File: src/rtl/bridge_egress_arb.sv
// bridge_egress_arb
//   Packet-atomic round-robin arbiter sharing one GMII egress port among
//   NUM_REQ ingress packet streams. A grant is taken in IDLE, held for a
//   whole packet in XFER, and followed by an IFG-cycle GAP before the next
//   arbitration.
//
//   state | meaning
//   ------+-------------------------------------------------------------
//   IDLE  | no grant; arbitrate among c_srdy starting at rr_ptr
//   XFER  | grant holder gnt connected straight through to egress
//   GAP   | inter-frame gap after EOP, all handshakes held off
//
// Ports
//   clk     : clock
//   reset   : synchronous reset, active low
//   c_srdy  : per-requester word valid
//   c_drdy  : per-requester word accept
//   c_data  : packed requester data, requester i at [i*WIDTH +: WIDTH]
//   c_eop   : per-requester end-of-packet, qualified by c_srdy
//   p_srdy  : egress word valid
//   p_drdy  : egress accept
//   p_data  : egress data
//   p_eop   : egress end-of-packet
//   p_src   : index of current grant holder
//   busy    : high in XFER or GAP

module bridge_egress_arb #(
  parameter int NUM_REQ = 4,
  parameter int WIDTH   = 8,
  parameter int IFG     = 12
) (
  input  logic                        clk,
  input  logic                        reset,
  input  logic [NUM_REQ-1:0]          c_srdy,
  output logic [NUM_REQ-1:0]          c_drdy,
  input  logic [NUM_REQ*WIDTH-1:0]    c_data,
  input  logic [NUM_REQ-1:0]          c_eop,
  output logic                        p_srdy,
  input  logic                        p_drdy,
  output logic [WIDTH-1:0]            p_data,
  output logic                        p_eop,
  output logic [$clog2(NUM_REQ)-1:0]  p_src,
  output logic                        busy
);

  localparam int SW = $clog2(NUM_REQ);
  localparam int GW = (IFG > 0) ? $clog2(IFG + 1) : 1;
  localparam int GAP_LOAD_I = (IFG > 0) ? IFG - 1 : 0;
  localparam logic [GW-1:0] GAP_LOAD = GW'(GAP_LOAD_I);

  typedef enum logic [1:0] {
    ST_IDLE = 2'd0,
    ST_XFER = 2'd1,
    ST_GAP  = 2'd2
  } state_e;

  state_e          state_q, state_d;
  logic [SW-1:0]   gnt_q, gnt_d;
  logic [SW-1:0]   rr_ptr_q, rr_ptr_d;
  logic [GW-1:0]   gap_cnt_q, gap_cnt_d;

  logic            req_any;
  logic [SW-1:0]   win;
  logic [SW-1:0]   win_next;

  // Round-robin search: first requester with c_srdy set, starting at rr_ptr.
  // Only consulted in IDLE, so it never reaches an output combinationally.
  always_comb begin
    int            cand;
    int            win_i;
    logic [SW-1:0] cand_idx;
    req_any  = 1'b0;
    win_i    = 0;
    cand     = 0;
    cand_idx = '0;
    for (int k = 0; k < NUM_REQ; k++) begin
      cand = int'(rr_ptr_q) + k;
      if (cand >= NUM_REQ) cand = cand - NUM_REQ;
      cand_idx = SW'(cand);
      if (!req_any && c_srdy[cand_idx]) begin
        req_any = 1'b1;
        win_i   = cand;
      end
    end
    win      = SW'(win_i);
    win_next = (win_i + 1 >= NUM_REQ) ? '0 : SW'(win_i + 1);
  end

  always_comb begin
    state_d   = state_q;
    gnt_d     = gnt_q;
    rr_ptr_d  = rr_ptr_q;
    gap_cnt_d = gap_cnt_q;
    c_drdy    = '0;
    p_srdy    = 1'b0;
    p_data    = '0;
    p_eop     = 1'b0;
    busy      = 1'b0;

    unique case (state_q)
      ST_IDLE: begin
        if (req_any) begin
          state_d  = ST_XFER;
          gnt_d    = win;
          rr_ptr_d = win_next;
        end
      end
      ST_XFER: begin
        busy          = 1'b1;
        p_srdy        = c_srdy[gnt_q];
        p_data        = c_data[gnt_q*WIDTH +: WIDTH];
        p_eop         = c_eop[gnt_q];
        c_drdy[gnt_q] = p_drdy;
        if (c_srdy[gnt_q] && p_drdy && c_eop[gnt_q]) begin
          if (IFG == 0) begin
            state_d = ST_IDLE;
          end else begin
            state_d   = ST_GAP;
            gap_cnt_d = GAP_LOAD;
          end
        end
      end
      ST_GAP: begin
        busy = 1'b1;
        if (gap_cnt_q == '0) state_d = ST_IDLE;
        else                 gap_cnt_d = gap_cnt_q - 1'b1;
      end
      default: state_d = ST_IDLE;
    endcase

    // Hold every handshake off while reset is asserted so that no word is
    // accepted in the cycle where the partial packet is being abandoned.
    if (!reset) begin
      c_drdy = '0;
      p_srdy = 1'b0;
      p_data = '0;
      p_eop  = 1'b0;
      busy   = 1'b0;
    end
  end

  always_ff @(posedge clk) begin
    if (!reset) begin
      state_q   <= ST_IDLE;
      gnt_q     <= '0;
      rr_ptr_q  <= '0;
      gap_cnt_q <= '0;
    end else begin
      state_q   <= state_d;
      gnt_q     <= gnt_d;
      rr_ptr_q  <= rr_ptr_d;
      gap_cnt_q <= gap_cnt_d;
    end
  end

  assign p_src = gnt_q;

endmodule
File: config.mk
export PLATFORM = sky130hd
export DESIGN_NAME = bridge_egress_arb
export DESIGN_NICKNAME = d
export VERILOG_FILES = /design/src/rtl/bridge_egress_arb.sv
export SDC_FILE = /design/constraint.sdc
export NUM_CORES = 1
export LEC_CHECK = 0
export ABC_AREA = 1
export CORE_AREA = 2 2 77 79
export CTS_CLUSTER_SIZE = 20
export DETAILED_ROUTE_END_ITERATION = 10
export DIE_AREA = 0 0 79 81
export SKIP_LAST_GASP = 1
export SLEW_MARGIN = 10
export SYNTH_ARGS = -nofsm -noshare
export SYNTH_HDL_FRONTEND = slang
export SYNTH_SLANG_ARGS = --single-unit
File: constraint.sdc
create_clock -name clk -period 3.11 [get_ports clk]
set_clock_uncertainty 0.2 [all_clocks]
set_input_delay 0.311 -clock clk [delete_from_list [all_inputs] [get_ports clk]]
set_output_delay 0.311 -clock clk [all_outputs]
set_load 0.02 [all_outputs]
==> results of run 1 <==
-- tightest hold or removal path: stages (launching register included) --
cell and delay, ns:
dfxtp_1 0.31, inv_1 0.07, a21oi_1 0.06
-- cells in the final DEF, fill, tap and decap left out, types with 4 or more instances in the layout --
| cell type | n |
|---|---|
| nand3_1 | 17 |
| a22oi_1 | 18 |
| inv_2 | 7 |
| nor2_2 | 4 |
| a21oi_1 | 16 |
| nand2_2 | 10 |
| dlymetal6s2s_1 | 4 |
| clkbuf_8 | 4 |
| nand2_1 | 47 |
| ha_1 | 13 |
| ha_2 | 4 |
| buf_4 | 24 |
| inv_1 | 21 |
| clkdlybuf4s50_1 | 55 |
| nor2_1 | 11 |
| dfxtp_1 | 8 |
-- cell type report --
type	instances	area, um^2
clock buffer	4	55.1
fill	580	3340
inverter	31	119
tap	75	93.8
multi-input combinational	170	1090
timing repair buffer	83	781
sequential	10	203
-- sequential cells by signal, summed over array words and instances, names as in the netlist --
register,count
gap_cnt_q,4
p_src,2
rr_ptr_q,2
state_q,2
-- where the power goes --
part	total, mW	leakage, nW	switching [mW]	internal, mW
combinational	1.57	0.917	0.863	0.710
sequential	0.227	0.0831	0.0438	0.183
clock	0.164	0.0288	0.0530	0.111
total	1.96	1.03	0.959	1.00
-- what timing repair did --
action	4_1_cts	5_1_grt
endpoints found under the hold margin	0	0
pin swaps	0	12
gates cloned	0	0
endpoints found under the setup margin	2	2
setup buffers	0	3
gates resized for setup	2	23
-- worst max-delay path by stage --
stage,start,endpoint,slack [ns]
2_1_floorplan,rr_ptr_q[1]$_SDFFE_PN0P_,rr_ptr_q[0]$_SDFFE_PN0P_,0.03
3_3_place_gp,c_srdy[3],rr_ptr_q[0]$_SDFFE_PN0P_,-0.09
3_5_place_dp,c_srdy[2],rr_ptr_q[0]$_SDFFE_PN0P_,-0.22
4_1_cts,rr_ptr_q[1]$_SDFFE_PN0P_,rr_ptr_q[0]$_SDFFE_PN0P_,0.004
5_1_grt,rr_ptr_q[1]$_SDFFE_PN0P_,rr_ptr_q[1]$_SDFFE_PN0P_,-0.23
6_report,rr_ptr_q[1]$_SDFFE_PN0P_,rr_ptr_q[0]$_SDFFE_PN0P_,0.04
-- layer usage --
layer	vias up	GRT usage [%]
met4	0	4.48
li1	890	-
met3	6	2.33
met1	751	15.5
met5	-	0
met2	52	23.8
-- per-stage QoR --
step	setup WS (ns)	TNS, ns	area, um^2	power, mW	instances
2_1_floorplan	0.0314	0	1360	1.16	213
3_3_place_gp	-0.0926	-0.173	2190	1.66	366
3_5_place_dp	-0.222	-0.429	2190	1.67	366
4_1_cts	0.00359	0	2260	1.87	370
5_1_grt	-0.226	-0.416	2340	2.20	373
6_report	0.0385	0	2340	1.96	373
-- logic make-up (layout without fill, tap and decap cells) --
logic type / after synthesis / after routing / synth area share [%]
AOI/OAI and AO/OA: 47 / 47 / 22.4
xor gates and xnor gates: 2 / 2 / 1.29
adders and majority gates: 18 / 18 / 16.6
buffers and inverters: 33 / 118 / 9.38
DFF: 10 / 10 / 14.7
and+or+nand+nor: 103 / 103 / 35.6
==> results.yml, run 1 <==
synthesis:
  post-synth-top-area-fraction_pct: 16.6
  synthesis.instances: 213
  synth_top_area_cell: "ha_1"
  synthesis.area_um2: 1360
  synth_flop_cell: "dfxtp_1"
  synth.net_count: 274
  netlist-cell-type-count: 32
  post_synth_main_area_contributors: "ha_1, dfxtp_1, nand2_1"
  netlist_top_cells_count: "nand2_1, inv_1, a22oi_1, ha_1, nand3_1"
  postSynth.asyncResetShare_pct: 0
  synth_most_common_cell: "nand2_1"
  syn_avg_cell_area_um2: 6.39
  yosys_register_bits: 10
  synth_edf_count: 0
  yosys_warnings: 0
  sequential_area_share_after_synthesis_pct: 14.7
setup_path:
  critPathKind: "reg -> reg"
  reg2reg_setup_slack_ns: 0.04
  critical-path-top-delay-family: "simple AND/OR/NAND/NOR gates"
  end_kind: "register"
  rr_worst_depth: 18
  critical_path.slowest_cell: "dfxtp_2"
  arrival_ns: 3.04
  crit_chain: "inv_2, ha_4, inv_4, nand3_1, nand2_2, nor2_2, a21boi_1, a31o_1, nor3_2, nand2_1, ha_2, nor4_2, nand4_1, nor3_2, nand3_1, nand2_1, nand2_1, a21oi_2"
  r2r-start: "rr_ptr_q[1]$_SDFFE_PN0P_"
  critical_path_required_ns: 3.08
  crit_fanout: 5
  max_stage_delay_ns: 0.33
  cp.buffers_inverters: 2
  regToRegEndpoint: "rr_ptr_q[0]$_SDFFE_PN0P_"
  startpoint_type: "register"
  cp.depth: 18
  cp_common_cell: "nand2_1"
die:
  die-height_um: 81
  number_of_core_rows: 28
  core_outline_area_um2: 5680
  die_x_um: 79
  start_util_pct: 24.0
  die_area_um2: 6400
  num_io_pins: 60
route:
  route.vias.total: 1699
  via_per_inst: 4.55
  wl_per_cell_um: 11.6
  antenna_violating_nets_post_route: 0
  detailroute.wirelength.met3_um: 308
  detailedRoute.firstIterationViolations: 76
  routed_met2_length_mm: 2.10
  wl_mm: 4.33
  total_drc_errors_in_the_routed_layout: 0
  route.layer.met1.wl_mm: 1.86
  first_pass_iters: 6
  dr.max_layer_used: "met4"
power_and_ir_drop:
  power_density_nw_per_um2: 840
  vdd_ir_drop_max_mv: 0.259
  p_leak_nw: 1.03
cells_and_area:
  drive_above_1_share_pct: 23.2
  antenna-diode-count: 0
  final_nets: 360
  fin_util_pct: 41.2
  area_delta_synth_final_pct: 71.9
placed_design:
  numPortBuffers: 59
  dp_hpwl_mm: 3.35
  globalplace.congestion: 0.829
worst_hold_path:
  min_to: "gap_cnt_q[1]$_SDFFE_PN0P_"
  worstHoldPathCells: 2
  timing.hold.worst.start: "gap_cnt_q[1]$_SDFFE_PN0P_"
  hold_removal_path_class: "reg -> reg"
global_route:
  via_count_of_the_first_global_routing_pass: 1537
  gr-usage-all-layers_pct: 13.1
  antenna_found_initial: 0
  global_route.overflow_total: 0
  grt_start_max_net_pins: 11
  grt_first_pass_wirelength_mm: 6.78
timing:
  rsz0062_at_grt: "true"
  finalMaxSlewViolations: 0
  setup_viol_count_final: 0
  report.final.hold_viol_count: 0
  min_period_over_period_pct: 98.8
  hold_slack_ns: 0.283
  fmax_mhz: 326
  max_slew.worst_pin.slew_ns: 0.430
  timing.max_slew.rel_slack_pct: 71.3
  min_period_ns: 3.07
cts:
  root_driver: "clkbuf_8"
  clkTransAtPathRegs_ns: 0.05
  clk_path_buf_depth: 2
  clock_tree_from_tritoncts: "built"
  cts_sinks: 10
  cts.htree.levels: 1
  hold_buffers: 0
  number_of_buffers_inserted_during_clock_tree_synthesis: 3
  clock_latency_ns: 0.24
flow_run:
  maxCapViolCount: 0
outcome:
  outcome: "finished, final reports clean"
No activity file was read; power rests on OpenSTA's default activity.
==> run 2, diff against run 1 <==
==> constraint.sdc (replaced) <==
create_clock -name clk -period 3.11 [get_ports clk]
set_clock_uncertainty 0.2 [all_clocks]
set_input_delay 0.4665 -clock clk [delete_from_list [all_inputs] [get_ports clk]]
set_output_delay 0.4665 -clock clk [all_outputs]
set_load 0.02 [all_outputs]
==> run 2 against run 1 <==
Compared with the run above: critical path depth stayed put; highest routed layer unchanged; via count is 4.5% higher; flip-flop and latch count unchanged; largest power group unchanged.
==> results.yml, run 2 (synthesis results as in run 1) <==
route:
  antenna_violating_nets_post_route: 0
  total_drc_errors_in_the_routed_layout: 0
  wl_mm: 4.43
  first_pass_iters: 4
  detailedRoute.firstIterationViolations: 44
  via_per_inst: 4.66
  wl_per_cell_um: 11.6
  route.vias.total: 1775
global_route:
  antenna_found_initial: 0
  grt_start_max_net_pins: 11
  via_count_of_the_first_global_routing_pass: 1659
  global_route.overflow_total: 0
  grt_first_pass_wirelength_mm: 6.71
  gr-usage-all-layers_pct: 12.5
timing:
  setup_ws_ns: 0.133
  finalMaxSlewViolations: 0
  max_slew.worst_pin.slew_ns: 0.428
  min_period_over_period_pct: 95.7
  totalNegativeSetupSlack_ns: 0
  hold_slack_ns: 0.268
  timing.max_slew.rel_slack_pct: 71.4
  fmax_mhz: 336
  report.final.hold_viol_count: 0
  setup_viol_count_final: 0
  min_period_ns: 2.98
placed_design:
  dp_slack_ns: -0.323
  globalplace.congestion: 0.821
  numPortBuffers: 59
  dp_hpwl_mm: 3.42
cells_and_area:
  final_nets: 369
  fin_util_pct: 42.8
  largest_register_ffs: 4
  layout_commonest_cell: "clkdlybuf4s50_1"
  drive_above_1_share_pct: 27.8
  fillers: 581
  area_delta_synth_final_pct: 78.7
  most-common-layout-cells: "clkdlybuf4s50_1, nand2_1, buf_4"
  antenna-diode-count: 0
  max_flop_register: "gap_cnt_q"
cts:
  clkTransAtPathRegs_ns: 0.04
  cts.htree.levels: 1
  clock_tree_from_tritoncts: "built"
  root_driver: "clkbuf_8"
  hold_buffers: 0
  clock_latency_ns: 0.23
  cts_sinks: 10
  number_of_buffers_inserted_during_clock_tree_synthesis: 3
  clk_path_buf_depth: 2
power_and_ir_drop:
  power_switching_share_pct: 49.0
  net-switching-power_mw: 1.01
  clock_power_share_pct: 6.3
  internal_power_mw: 1.05
  power_density_nw_per_um2: 846
  p_leak_nw: 1.05
  seq_power_share_pct: 11.0
  total_power_mw: 2.06
  combinational_power_share_pct: 82.8
  vdd_ir_drop_max_mv: 0.321
setup_path:
  critical-path-top-delay-family: "simple AND/OR/NAND/NOR gates"
  arrival_ns: 2.94
  startpoint_type: "primary input"
  crit_chain: "dlygate4sd2_1, inv_2, nand2_1, nand3_2, nand2_4, nor2_4, nand3_2, a31o_1, nor3_2, nand2_1, ha_2, nor4_2, nand4_1, nor3_2, nand3_1, nand2_1, nand2_1, a21oi_2"
  crit_fanout: 4
  cp_common_cell: "nand2_1"
  end_kind: "register"
  critical_path.slowest_cell: "dlygate4sd2_1"
  critPathKind: "in -> reg"
  max_stage_delay_ns: 0.26
  cp.buffers_inverters: 2
  critical_path_required_ns: 3.07
die:
  number_of_core_rows: 28
  start_util_pct: 24.0
  die_area_um2: 6400
  core_outline_area_um2: 5680
  num_io_pins: 60
  die_x_um: 79
  die-height_um: 81
flow_run:
  maxCapViolCount: 0
worst_hold_path:
  hold_removal_path_class: "reg -> reg"
outcome:
  outcome: "finished, final reports clean"
[run 2: changes by cell type in the layout (fill, tap and decap cells not counted), moves of 2 or more]
cell            previous run  this run
buf_4                     24        32
dlygate4sd2_1              0         4
dlymetal6s2s_1             4         0
nand2_1                   47        45
nand3_1                   17        15
nand3_2                    3         5
[run 2: power by group through the flow]
stage	clock [mW]	combinational, mW	sequential, mW
6_report	0.129	1.70	0.225
5_1_grt	0.137	1.89	0.233
4_1_cts	0.134	1.52	0.224
3_5_place_dp	0	1.48	0.227
3_3_place_gp	0	1.47	0.225
2_1_floorplan	0	0.913	0.244
[run 2: final timing paths]
| path | from | slack, ns | end | cells past startpoint |
|---|---|---|---|---|
| max reg2reg | rr_ptr_q[1]$_SDFFE_PN0P_ | 0.16 | rr_ptr_q[0]$_SDFFE_PN0P_ | 18 |
| min | gap_cnt_q[1]$_SDFFE_PN0P_ | 0.27 | gap_cnt_q[1]$_SDFFE_PN0P_ | 2 |
| min reg2reg | gap_cnt_q[1]$_SDFFE_PN0P_ | 0.27 | gap_cnt_q[1]$_SDFFE_PN0P_ | 2 |
| max | c_srdy[2] | 0.13 | rr_ptr_q[0]$_SDFFE_PN0P_ | 18 |
[run 2: timing repair]
| item | in CTS | in global routing |
|---|---|---|
| setup endpoints to repair | 2 | 2 |
| pin swaps | 9 | 18 |
| gates resized for setup | 10 | 26 |
| buffers inserted | 2 | 6 |
[run 2: tightest hold or removal path: stages (launching register included)]
cell and delay (ns):
dfxtp_1 0.30, inv_1 0.06, a21oi_1 0.05
[run 2: final cells by class]
cell class                      instances  area (um^2)  share of cell area (%)
Inverter                               31          116                    4.79
Clock buffer                            3         41.3                    1.70
Multi-Input combinational cell        170         1140                    46.9
Timing Repair Buffer                   92          837                    34.4
Sequential cell                        10          203                    8.34
Tap cell                               75         93.8                    3.86
[run 2: metrics by stage]
| stage | std cells | cell area (um^2) |
|---|---|---|
| 2_1_floorplan | 213 | 1360 |
| 3_3_place_gp | 370 | 2220 |
| 3_5_place_dp | 370 | 2220 |
| 4_1_cts | 375 | 2290 |
| 5_1_grt | 381 | 2430 |
| 6_report | 381 | 2430 |
[run 2: per-layer routing]
layer | share of wire [%] | global-route usage, %
met1 | 43 | 14.4
met2 | 49 | 23.3
met3 | 6.9 | 2.56
met4 | 1.2 | 3.79
met5 | 0 | 0
